[config.mk]
export PLATFORM = sky130hd
export DESIGN_NAME = unidade_controle_param
export DESIGN_NICKNAME = d
export VERILOG_FILES = /design/src/rtl/jogo_pkg.sv /design/src/rtl/contador_tempo.sv /design/src/rtl/unidade_controle_param.sv
export SDC_FILE = /design/constraint.sdc
export NUM_CORES = 1
export LEC_CHECK = 0
export ABC_AREA = 1
export ABC_CLOCK_PERIOD_IN_PS = 1800
export CAP_MARGIN = 40
export CORE_ASPECT_RATIO = 1.4
export CORE_UTILIZATION = 50
export DETAILED_ROUTE_END_ITERATION = 6
export PLACE_DENSITY_LB_ADDON = 0.25
export SETUP_SLACK_MARGIN = 0.02
export SYNTH_ARGS = -nofsm -noshare
export SYNTH_HDL_FRONTEND = slang
export SYNTH_SLANG_ARGS = --single-unit
[constraint.sdc]
create_clock -name clock -period 1.8 [get_ports clock]
set_clock_uncertainty 0.05 [all_clocks]
set_input_delay 0.36 -clock clock [delete_from_list [all_inputs] [get_ports clock]]
set_output_delay 0.36 -clock clock [all_outputs]
set_load 0.03 [all_outputs]
[src/rtl/jogo_pkg.sv]
// Shared definitions for the memory-game control unit: state codes and parameter defaults.
package jogo_pkg;

    typedef enum logic [3:0] {
        INICIAL        = 4'h0,
        PREPARA        = 4'h1,
        INICIO_RODADA  = 4'h2,
        MOSTRA         = 4'h3,
        APAGA          = 4'h4,
        ESPERA_JOGADA  = 4'h5,
        PAUSADO        = 4'h6,
        REGISTRA       = 4'h7,
        COMPARA        = 4'h8,
        PROXIMA_JOGADA = 4'h9,
        PROXIMA_RODADA = 4'hA,
        ERROU_VIDA     = 4'hB,
        GANHOU         = 4'hC,
        PERDEU         = 4'hD
    } estado_t;

    localparam int NUM_RODADAS_PAD  = 16;
    localparam int TEMPO_MOSTRA_PAD = 1000;
    localparam int TEMPO_JOGADA_PAD = 5000;
    localparam int VIDAS_PAD        = 3;

    function automatic int max_int(input int a, input int b);
        return (a > b) ? a : b;
    endfunction

endpackage

[src/rtl/contador_tempo.sv]
// Interval timer: clear, count or hold, with an equality compare against a supplied limit.
module contador_tempo #(
    parameter int W = 4
) (
    input  logic         clock,
    input  logic         reset,
    input  logic         zera,
    input  logic         conta,
    input  logic [W-1:0] limite,
    output logic         fim
);

    logic [W-1:0] valor;

    always_ff @(posedge clock or negedge reset) begin
        if (!reset)
            valor <= '0;
        else if (zera)
            valor <= '0;
        else if (conta)
            valor <= valor + W'(1);
    end

    assign fim = (valor == limite);

endmodule

[src/rtl/unidade_controle_param.sv]
// Control unit for a memory game: shows a growing LED sequence, times player moves,
// tracks rounds and lives, and supports pausing while waiting for a move.
module unidade_controle_param
    import jogo_pkg::*;
#(
    parameter int NUM_RODADAS  = NUM_RODADAS_PAD,
    parameter int TEMPO_MOSTRA = TEMPO_MOSTRA_PAD,
    parameter int TEMPO_JOGADA = TEMPO_JOGADA_PAD,
    parameter int VIDAS        = VIDAS_PAD,
    localparam int AW = $clog2(NUM_RODADAS),
    localparam int VW = $clog2(VIDAS + 1)
) (
    input  logic          clock,
    input  logic          reset,
    input  logic          iniciar,
    input  logic          pausa,
    input  logic          jogada_feita,
    input  logic          jogada_correta,
    input  logic          nivel_rodadas,
    output logic [AW-1:0] endereco,
    output logic [AW-1:0] rodada,
    output logic [VW-1:0] vidas,
    output logic          ativa_leds_mem,
    output logic          vez_jogador,
    output logic          registraR,
    output logic          pronto,
    output logic          ganhou,
    output logic          perdeu,
    output logic          db_timeout,
    output logic [3:0]    db_estado
);

    localparam int TW = max_int(1, $clog2(max_int(TEMPO_MOSTRA, TEMPO_JOGADA)));
    localparam logic [TW-1:0] FIM_MOSTRA = TW'(TEMPO_MOSTRA - 1);
    localparam logic [TW-1:0] FIM_JOGADA = TW'(TEMPO_JOGADA - 1);

    estado_t       estado, prox;
    logic [AW-1:0] ultima;
    logic          fim, zera, conta;
    logic [TW-1:0] limite;
    logic          ultima_vida;

    assign ultima_vida = (vidas <= VW'(1));

    // The same timer serves the LED intervals and the move window.
    assign limite = (estado == ESPERA_JOGADA || estado == PAUSADO) ? FIM_JOGADA : FIM_MOSTRA;
    assign zera   = (estado == INICIO_RODADA) || (estado == PROXIMA_JOGADA) ||
                    ((estado == MOSTRA || estado == APAGA) && fim);
    assign conta  = (estado == MOSTRA) || (estado == APAGA) ||
                    (estado == ESPERA_JOGADA && !pausa && !fim);

    contador_tempo #(.W(TW)) u_timer (
        .clock  (clock),
        .reset  (reset),
        .zera   (zera),
        .conta  (conta),
        .limite (limite),
        .fim    (fim)
    );

    always_ff @(posedge clock or negedge reset) begin
        if (!reset)
            estado <= INICIAL;
        else
            estado <= prox;
    end

    always_comb begin
        prox = estado;
        case (estado)
            INICIAL:        if (iniciar) prox = PREPARA;
            PREPARA:        prox = INICIO_RODADA;
            INICIO_RODADA:  prox = MOSTRA;
            MOSTRA:         if (fim) prox = APAGA;
            APAGA:          if (fim) prox = (endereco == rodada) ? ESPERA_JOGADA : MOSTRA;
            ESPERA_JOGADA: begin
                if (pausa)
                    prox = PAUSADO;
                else if (fim)
                    prox = ultima_vida ? PERDEU : ERROU_VIDA;
                else if (jogada_feita)
                    prox = REGISTRA;
            end
            PAUSADO:        if (!pausa) prox = ESPERA_JOGADA;
            REGISTRA:       prox = COMPARA;
            COMPARA: begin
                if (!jogada_correta)
                    prox = ultima_vida ? PERDEU : ERROU_VIDA;
                else if (endereco < rodada)
                    prox = PROXIMA_JOGADA;
                else if (rodada == ultima)
                    prox = GANHOU;
                else
                    prox = PROXIMA_RODADA;
            end
            PROXIMA_JOGADA: prox = ESPERA_JOGADA;
            PROXIMA_RODADA: prox = INICIO_RODADA;
            ERROU_VIDA:     prox = INICIO_RODADA;
            GANHOU, PERDEU: if (iniciar) prox = PREPARA;
            default:        prox = INICIAL;
        endcase
    end

    always_ff @(posedge clock or negedge reset) begin
        if (!reset) begin
            endereco   <= '0;
            rodada     <= '0;
            vidas      <= '0;
            db_timeout <= 1'b0;
            ultima     <= '0;
        end else begin
            case (estado)
                PREPARA: begin
                    rodada     <= '0;
                    vidas      <= VW'(VIDAS);
                    db_timeout <= 1'b0;
                    ultima     <= nivel_rodadas ? AW'(NUM_RODADAS - 1) : AW'(NUM_RODADAS / 2 - 1);
                end
                INICIO_RODADA:  endereco <= '0;
                APAGA:
                    if (fim) endereco <= (endereco == rodada) ? '0 : endereco + AW'(1);
                ESPERA_JOGADA:
                    // Final timeout: no life left to spend, flag the cause.
                    if (!pausa && fim && ultima_vida) begin
                        vidas      <= '0;
                        db_timeout <= 1'b1;
                    end
                COMPARA:
                    if (!jogada_correta && ultima_vida) begin
                        vidas      <= '0;
                        db_timeout <= 1'b0;
                    end
                PROXIMA_JOGADA: endereco <= endereco + AW'(1);
                PROXIMA_RODADA: rodada   <= rodada + AW'(1);
                ERROU_VIDA:     vidas    <= vidas - VW'(1);
                default: ;
            endcase
        end
    end

    always_comb begin
        ativa_leds_mem = 1'b0;
        vez_jogador    = 1'b0;
        registraR      = 1'b0;
        pronto         = 1'b0;
        ganhou         = 1'b0;
        perdeu         = 1'b0;
        case (estado)
            MOSTRA:        ativa_leds_mem = 1'b1;
            ESPERA_JOGADA: vez_jogador    = 1'b1;
            REGISTRA:      registraR      = 1'b1;
            GANHOU: begin
                pronto = 1'b1;
                ganhou = 1'b1;
            end
            PERDEU: begin
                pronto = 1'b1;
                perdeu = 1'b1;
            end
            default: ;
        endcase
    end

    assign db_estado = estado;

endmodule

==> results of run 1 <==
==> registers in the layout, indices dropped and copies added, names as in the netlist <==
register       count
db_timeout         1
u_timer.valor     13
db_estado          4
vidas              2
endereco           4
ultima             2
rodada             4
==> cell usage in the layout (no fill, tap or decap), types with 6 or more instances in the layout <==
cell,n
a21oi_1,6
buf_4,36
clkbuf_8,6
clkdlybuf4s50_1,7
dfrtp_1,26
dlygate4sd2_1,11
ha_1,7
inv_1,38
nand2_1,85
nand2_2,17
nand3_1,15
nand3_2,9
nand4_1,10
nor2_1,34
nor2_4,8
xor2_1,10
==> synth_stat cells (all sizes together) <==
library cell	n
nor3	4
nand3	25
nand2	106
nand3b	3
xnor2	4
inv	44
ha	8
xor2	10
o22ai	4
o221ai	1
nor2	46
nor4	2
o21ai	10
dfrtp	30
nand4	10
a21oi	7
buf	3
==> worst max-delay path by stage <==
stage                                    end  slack [ns]  cells past startpoint
6_report        u_timer.valor[3]$_DFFE_PN0P_       -0.05                     11
4_1_cts        u_timer.valor[12]$_DFFE_PN0P_       0.007                     11
3_3_place_gp    u_timer.valor[1]$_DFFE_PN0P_        0.05                     10
3_5_place_dp    u_timer.valor[1]$_DFFE_PN0P_      0.0004                     10
2_1_floorplan  u_timer.valor[11]$_DFFE_PN0P_       0.008                     12
5_1_grt         u_timer.valor[6]$_DFFE_PN0P_       -0.13                     11
==> metal layers <==
| layer | vias to the layer above | global-route usage | part of all wire |
|---|---|---|---|
| li1 | 1144 | - | - |
| met1 | 1083 | 0.255 | 0.38 |
| met2 | 47 | 0.502 | 0.56 |
| met3 | 25 | 0.0403 | 0.024 |
| met4 | 0 | 0.148 | 0.041 |
| met5 | - | 0 | 0 |
==> through the flow <==
step                cell area, sq um  instances  total power, mW  hold WS, ns
global route                    3030        445             4.55        0.448
CTS                             2920        441             4.04        0.419
finish                          3030        445             4.25        0.414
floorplan                       2250        317             2.57       0.0144
global placement                2750        426             3.30        0.413
detailed placement              2750        426             3.33        0.421
==> logic make-up after synthesis <==
kind of cell	after synthesis	synth area share
AND/OR/NAND/NOR	196	0.411
adder cells (fa/ha/maj)	8	0.0455
AO/OA/AOI/OAI	22	0.0575
XOR/XNOR	14	0.0558
buffers and inverters	47	0.0888
flip-flops	30	0.341
==> final cells by class <==
| type | instances | area [sq um] |
|---|---|---|
| multi-input combinational | 240 | 1400 |
| fill | 359 | 1210 |
| sequential | 30 | 756 |
| timing repair buffer | 63 | 542 |
| inverter | 44 | 170 |
| clock buffer | 7 | 86.3 |
| tap | 60 | 75.1 |
| clock inverter | 1 | 5.00 |
==> power by group through the flow <==
stage / clock network [mW] / logic [mW] / registers, mW
2_1_floorplan: 0 / 1.41 / 1.15
3_3_place_gp: 0 / 2.32 / 0.977
3_5_place_dp: 0 / 2.35 / 0.985
4_1_cts: 0.575 / 2.50 / 0.968
5_1_grt: 0.605 / 2.96 / 0.987
6_report: 0.568 / 2.72 / 0.968
==> what timing repair did <==
item,CTS,global route
endpoints found under the setup margin,31,31
pin swaps,6,15
buffers inserted,8,4
resized for setup,26,31
==> impl_metrics.csv, run 1 <==
group,metric,value,unit
run_status,status,"finished, violations left",
run_status,violations,"design-rule violations, negative setup slack",
timing,tightest_slew,0.406,ns
worst_setup_path,path_max_fanout,7,
worst_setup_path,critPathKind,"reg -> reg",
worst_setup_path,crit_chain,"nor2_4 > nand2_2 > nand2_4 > nor2_4 > nor2_4 > nand3_4 > o21ai_4 > nor2_4 > buf_12 > nand2_1 > nand2_1",
worst_setup_path,critPathRequiredTime,1.93,ns
power,p_clk_frac,0.133,
placed_design,hpwl,4.08,mm
clock_tree,clk-insertion-delay-late,0.29,ns
global_routing,overflow,0,
logic_synthesis,ys_seq_area_frac,0.341,
worst_setup_path,crit_start,"db_estado[3]$_DFFE_PN0P_",
logic_synthesis,synth_cells,317,
timing,hold_violations,0,
worst_setup_path,critPathMaxStageDelay,0.45,ns
global_routing,grt_antenna_before_repair,0,
route,via_per_inst,5.17,
clock_tree,cts.sinks,30,
cells_and_area,area.growth.synth_to_final,38.0,%
timing,setup_ws,-0.0500,ns
worst_setup_path,cpMostUsedCell,"nor2_4",
global_routing,grt_pass1_vias,2208,
power,combPwrFrac,0.639,
cells_and_area,drive_gt1_frac,0.278,
cells_and_area,diodes,0,
power,p_switching,2.07,mW
placed_design,port-buffer-count,27,
logic_synthesis,netlist_top_cells_area,"dfrtp_1, nand2_1, nor2_1",
logic_synthesis,synth_top_area_share,0.341,
logic_synthesis,synth_nets,332,
clock_tree,holdBufCountCts,0,
global_routing,grt_max_degree,31,
power,p_per_area,1400,mW/mm^2
floorplanning,ios,28,
worst_setup_path,path_buf_inv,1,
timing,drv_slew,0,
power,vdd_drop_max,0.000772,V
floorplanning,die_x,58.0,microns
floorplanning,core-area,0.00424,sq mm
clock_tree,numCtsBuffers,5,
power,p_leak,1.61,nW
placed_design,gp_congestion,0.921,
global_routing,groute.usage.overall,0.261,
route,finalWirelength,5.73,mm
timing,finalCritPeriodShare,1.03,
clock_tree,cts_buffer_depth,2,
worst_setup_path,r2r_cells,11,
worst_setup_path,r2r_end,"u_timer.valor[3]$_DFFE_PN0P_",
floorplanning,rows,28,
logic_synthesis,ys_ff_latch,30,
placed_design,pre_cts_slack,0.000423,ns
worst_hold_path,hold_path.class,"in -> async",
cells_and_area,final_core_util,0.715,
worst_setup_path,cp-end-kind,"flop",
route,vias,2299,
clock_tree,root_buffer,"clkbuf_8",
worst_setup_path,r2r_start,"db_estado[3]$_DFFE_PN0P_",
timing,timing.setup.tns,-0.433,ns
timing,slew_headroom,0.729,
worst_setup_path,cp.arrival,1.98,ns
power,seq_power_share,0.228,
timing,rsz0062_at_grt,"true",
worst_setup_path,slowest_stage,"dfrtp_2",
floorplanning,dieArea,0.00467,sq mm
timing,fmax,0.541,GHz
route,drt_iter0_markers,102,
floorplanning,dieHeight,80.5,microns
logic_synthesis,yosysTopAreaCell,"dfrtp_1",
clock_tree,cts.clk_slew.worst_paths,0.06,ns
clock_tree,htree_num_levels,2,
cells_and_area,final_nets,399,
route,ant_nets,0,
power,internal_power,2.18,mW
global_routing,grt_pass1_wl,9.27,mm
logic_synthesis,syn_area_per_cell,6.93,sq um
route,first_pass_iters,6,
clock_tree,cts_tree,"built",
logic_synthesis,synth_cell_types,27,
worst_setup_path,reg2reg_slack,-0.05,ns
timing,setup_violations,16,
logic_synthesis,ys_warn_count,0,
worst_setup_path,critical_path.top_delay_family,"simple AND/OR/NAND/NOR gates",
flow_run,drv_cap,0,
route,wl_per_cell,12.9,microns
floorplanning,start_util,0.519,
route,drc,1,
timing,timing.final.crit_period,1.85,ns
worst_setup_path,cp-start-kind,"flop",
logic_synthesis,synth_area,0.00220,sq mm
power,switching_share,0.487,
(Power assumes the default switching activity.)
==> inputs of run 2 (changes only) <==
Settings changed: CAP_MARGIN 40 to 15, CTS_CLUSTER_DIAMETER set to 50, HOLD_SLACK_MARGIN set to 0.15.
==> results of run 2 <==
The final DEF is identical to that of run 1; final timing and power are the same.
==> inputs of run 3 (changes only) <==
Settings changed: ABC_AREA 1 to 0.
==> impl_metrics.csv, run 3 <==
group,metric,value,unit
cells_and_area,layout_common_cells,"buf_4, dfrtp_1, nand2_1",
timing,timing.setup.tns,-7.00,ns
power,p_per_area,1590,mW/mm^2
placed_design,dp.cells,380,
placed_design,port-buffer-count,27,
global_routing,grt_pass1_wl,12.7,mm
route,vias,2835,
logic_synthesis,yosysTopAreaCell,"dfrtp_1",
logic_synthesis,ys_ff_latch,30,
route,first_pass_iters,5,
route,wl_per_cell,22.9,microns
cells_and_area,final_core_util,0.869,
timing,tightest_slew,0.494,ns
worst_setup_path,cp-start-kind,"flop",
global_routing,groute.usage.overall,0.370,
worst_setup_path,cp-end-kind,"flop",
cells_and_area,final_nets,377,
cells_and_area,drive_gt1_frac,0.424,
logic_synthesis,ys_warn_count,0,
placed_design,placed_cell_area,0.00292,sq mm
logic_synthesis,synth_nets,275,
logic_synthesis,yosysMostFrequentCell,"dfrtp_1",
floorplanning,ios,28,
cells_and_area,largest_reg_flops,13,
timing,finalCritPeriodShare,1.28,
timing,fmax,0.436,GHz
worst_setup_path,cp.arrival,2.41,ns
logic_synthesis,synth_edf_count,0,
route,drt_iter0_markers,388,
cells_and_area,diodes,0,
timing,timing.final.crit_period,2.30,ns
global_routing,grt_max_degree,31,
run_status,violations,"negative setup slack",
clock_tree,cts_buffer_depth,2,
flow_run,drv_cap,0,
power,p_switching,2.67,mW
logic_synthesis,syn_area_per_cell,8.27,sq um
cells_and_area,mostFrequentLayoutCell,"buf_4",
logic_synthesis,ys_top_cells_by_count,"dfrtp_1, nand2_1, a21oi_1",
timing,rsz0062_at_grt,"true",
logic_synthesis,ys_seq_area_frac,0.349,
clock_tree,cts_tree,"built",
floorplanning,dieHeight,79.6,microns
timing,drv_slew,0,
global_routing,grt_antenna_before_repair,0,
run_status,status,"finished, violations left",
cells_and_area,regMostFlops,"u_timer.valor",
logic_synthesis,netlist_top_cells_area,"dfrtp_1, a21oi_1, ha_1",
clock_tree,root_buffer,"clkbuf_8",
global_routing,overflow,0,
cells_and_area,stdcell_area,0.00349,sq mm
power,finalPower,5.55,mW
route,drc,0,
timing,setup_ws,-0.496,ns
timing,setup_violations,30,
power,p_clk_frac,0.106,
cells_and_area,fin_cells,406,
clock_tree,cts.sinks,30,
logic_synthesis,synth_cells,260,
worst_setup_path,critPathRequiredTime,1.92,ns
power,combPwrFrac,0.724,
power,vdd_drop_max,0.000976,V
timing,holdWs,0.424,ns
power,seq_power_share,0.170,
clock_tree,holdBufCountCts,0,
clock_tree,clk-insertion-delay-late,0.29,ns
power,internal_power,2.88,mW
global_routing,grt_pass1_vias,2661,
logic_synthesis,synth_cell_types,53,
logic_synthesis,synth-async-reset-ratio,1.00,
floorplanning,die_x,57.4,microns
clock_tree,numCtsBuffers,5,
worst_setup_path,critPathKind,"reg -> reg",
floorplanning,start_util,0.535,
power,p_leak,1.57,nW
logic_synthesis,synth_area,0.00215,sq mm
floorplanning,rows,27,
timing,slew_headroom,0.669,
timing,hold_violations,0,
cells_and_area,area.growth.synth_to_final,62.6,%
floorplanning,dieArea,0.00457,sq mm
worst_setup_path,path_max_fanout,4,
placed_design,pre_cts_slack,-0.272,ns
placed_design,hpwl,4.67,mm
clock_tree,htree_num_levels,2,
logic_synthesis,ys.flop_type,"dfrtp_1",
route,finalWirelength,9.30,mm
worst_hold_path,hold_path.class,"in -> async",
clock_tree,cts.clk_slew.worst_paths,0.08,ns
route,ant_nets,0,
route,via_per_inst,6.98,
placed_design,gp_congestion,0.893,
power,switching_share,0.481,
floorplanning,core-area,0.00402,sq mm
logic_synthesis,synth_top_area_share,0.349,
[run 3: changes by cell type after synthesis, moves of 7 or more]
cell     change
or4_1        +8
nand2_1     -80
nor2_1      -22
o31ai_1      +9
nand3_2      -8
xor2_1       -8
o21ai_0      +7
inv_1       -28
a21oi_1     +15
[run 3: final timing paths]
| check | start | endpoint | slack, ns | cells after the start |
|---|---|---|---|---|
| setup / recovery | db_estado[0]$_DFFE_PN0P_ | vidas[1]$_DFFE_PN0P_ | -0.50 | 6 |
| hold / removal | reset | db_estado[0]$_DFFE_PN0P_ | 0.42 | 2 |
| setup reg to reg | db_estado[0]$_DFFE_PN0P_ | vidas[1]$_DFFE_PN0P_ | -0.50 | 6 |
| hold reg to reg | ultima[2]$_DFFE_PN0P_ | ultima[2]$_DFFE_PN0P_ | 0.46 | 1 |
| max in group asynchronous | reset | db_estado[2]$_DFFE_PN0P_ | 0.96 | 2 |
| min in group clock | ultima[2]$_DFFE_PN0P_ | ultima[2]$_DFFE_PN0P_ | 0.46 | 1 |
[run 3: power by group through the flow]
| stage | clock network, mW | logic, mW | registers (mW) |
|---|---|---|---|
| floorplan | 0 | 1.51 | 1.10 |
| global placement | 0 | 2.67 | 0.906 |
| detailed placement | 0 | 2.73 | 0.916 |
| CTS | 0.579 | 3.32 | 0.908 |
| global route | 0.604 | 4.19 | 0.946 |
| finish | 0.589 | 4.02 | 0.942 |
[run 3: logic make-up after synthesis]
family | share of synthesized area
AOI/OAI and AO/OA | 0.247
xor gates and xnor gates | 0.0122
adders and majority gates | 0.0466
buffers and inverters | 0.0617
DFF | 0.349
muxes | 0.0215
and+or+nand+nor | 0.262
[run 3: per-layer routing]
metal  up-vias  GRT usage  wire length (microns)
met2       217      0.658                   4550
met1      1347      0.387                   3260
met5         -          0                      0
met3        98     0.0843                    751
li1       1173          -                      -
met4         0      0.227                    735
[run 3: layout make-up]
type	instances	area, sq um
fillers	208	526
flip-flops and latches	30	756
repair buffers	109	1020
clock buffers	8	90.1
inverters	14	61.3
well taps	43	53.8
multi-input cells	202	1520
[run 3: what timing repair did]
action / in CTS / in global routing
pin swaps: 9 / 22
cloned: 1 / 0
setup buffers: 17 / 3
endpoints found under the setup margin: 41 / 34
gates resized for setup: 53 / 54
[run 3: critical path, cell delays in order (launching register included)]
cell and delay, ns:
dfrtp_2 0.44, xor2_2 0.20, a211o_1 0.31, a211o_4 0.38
o31ai_4 0.31, nand2_1 0.15, mux2_4 0.33
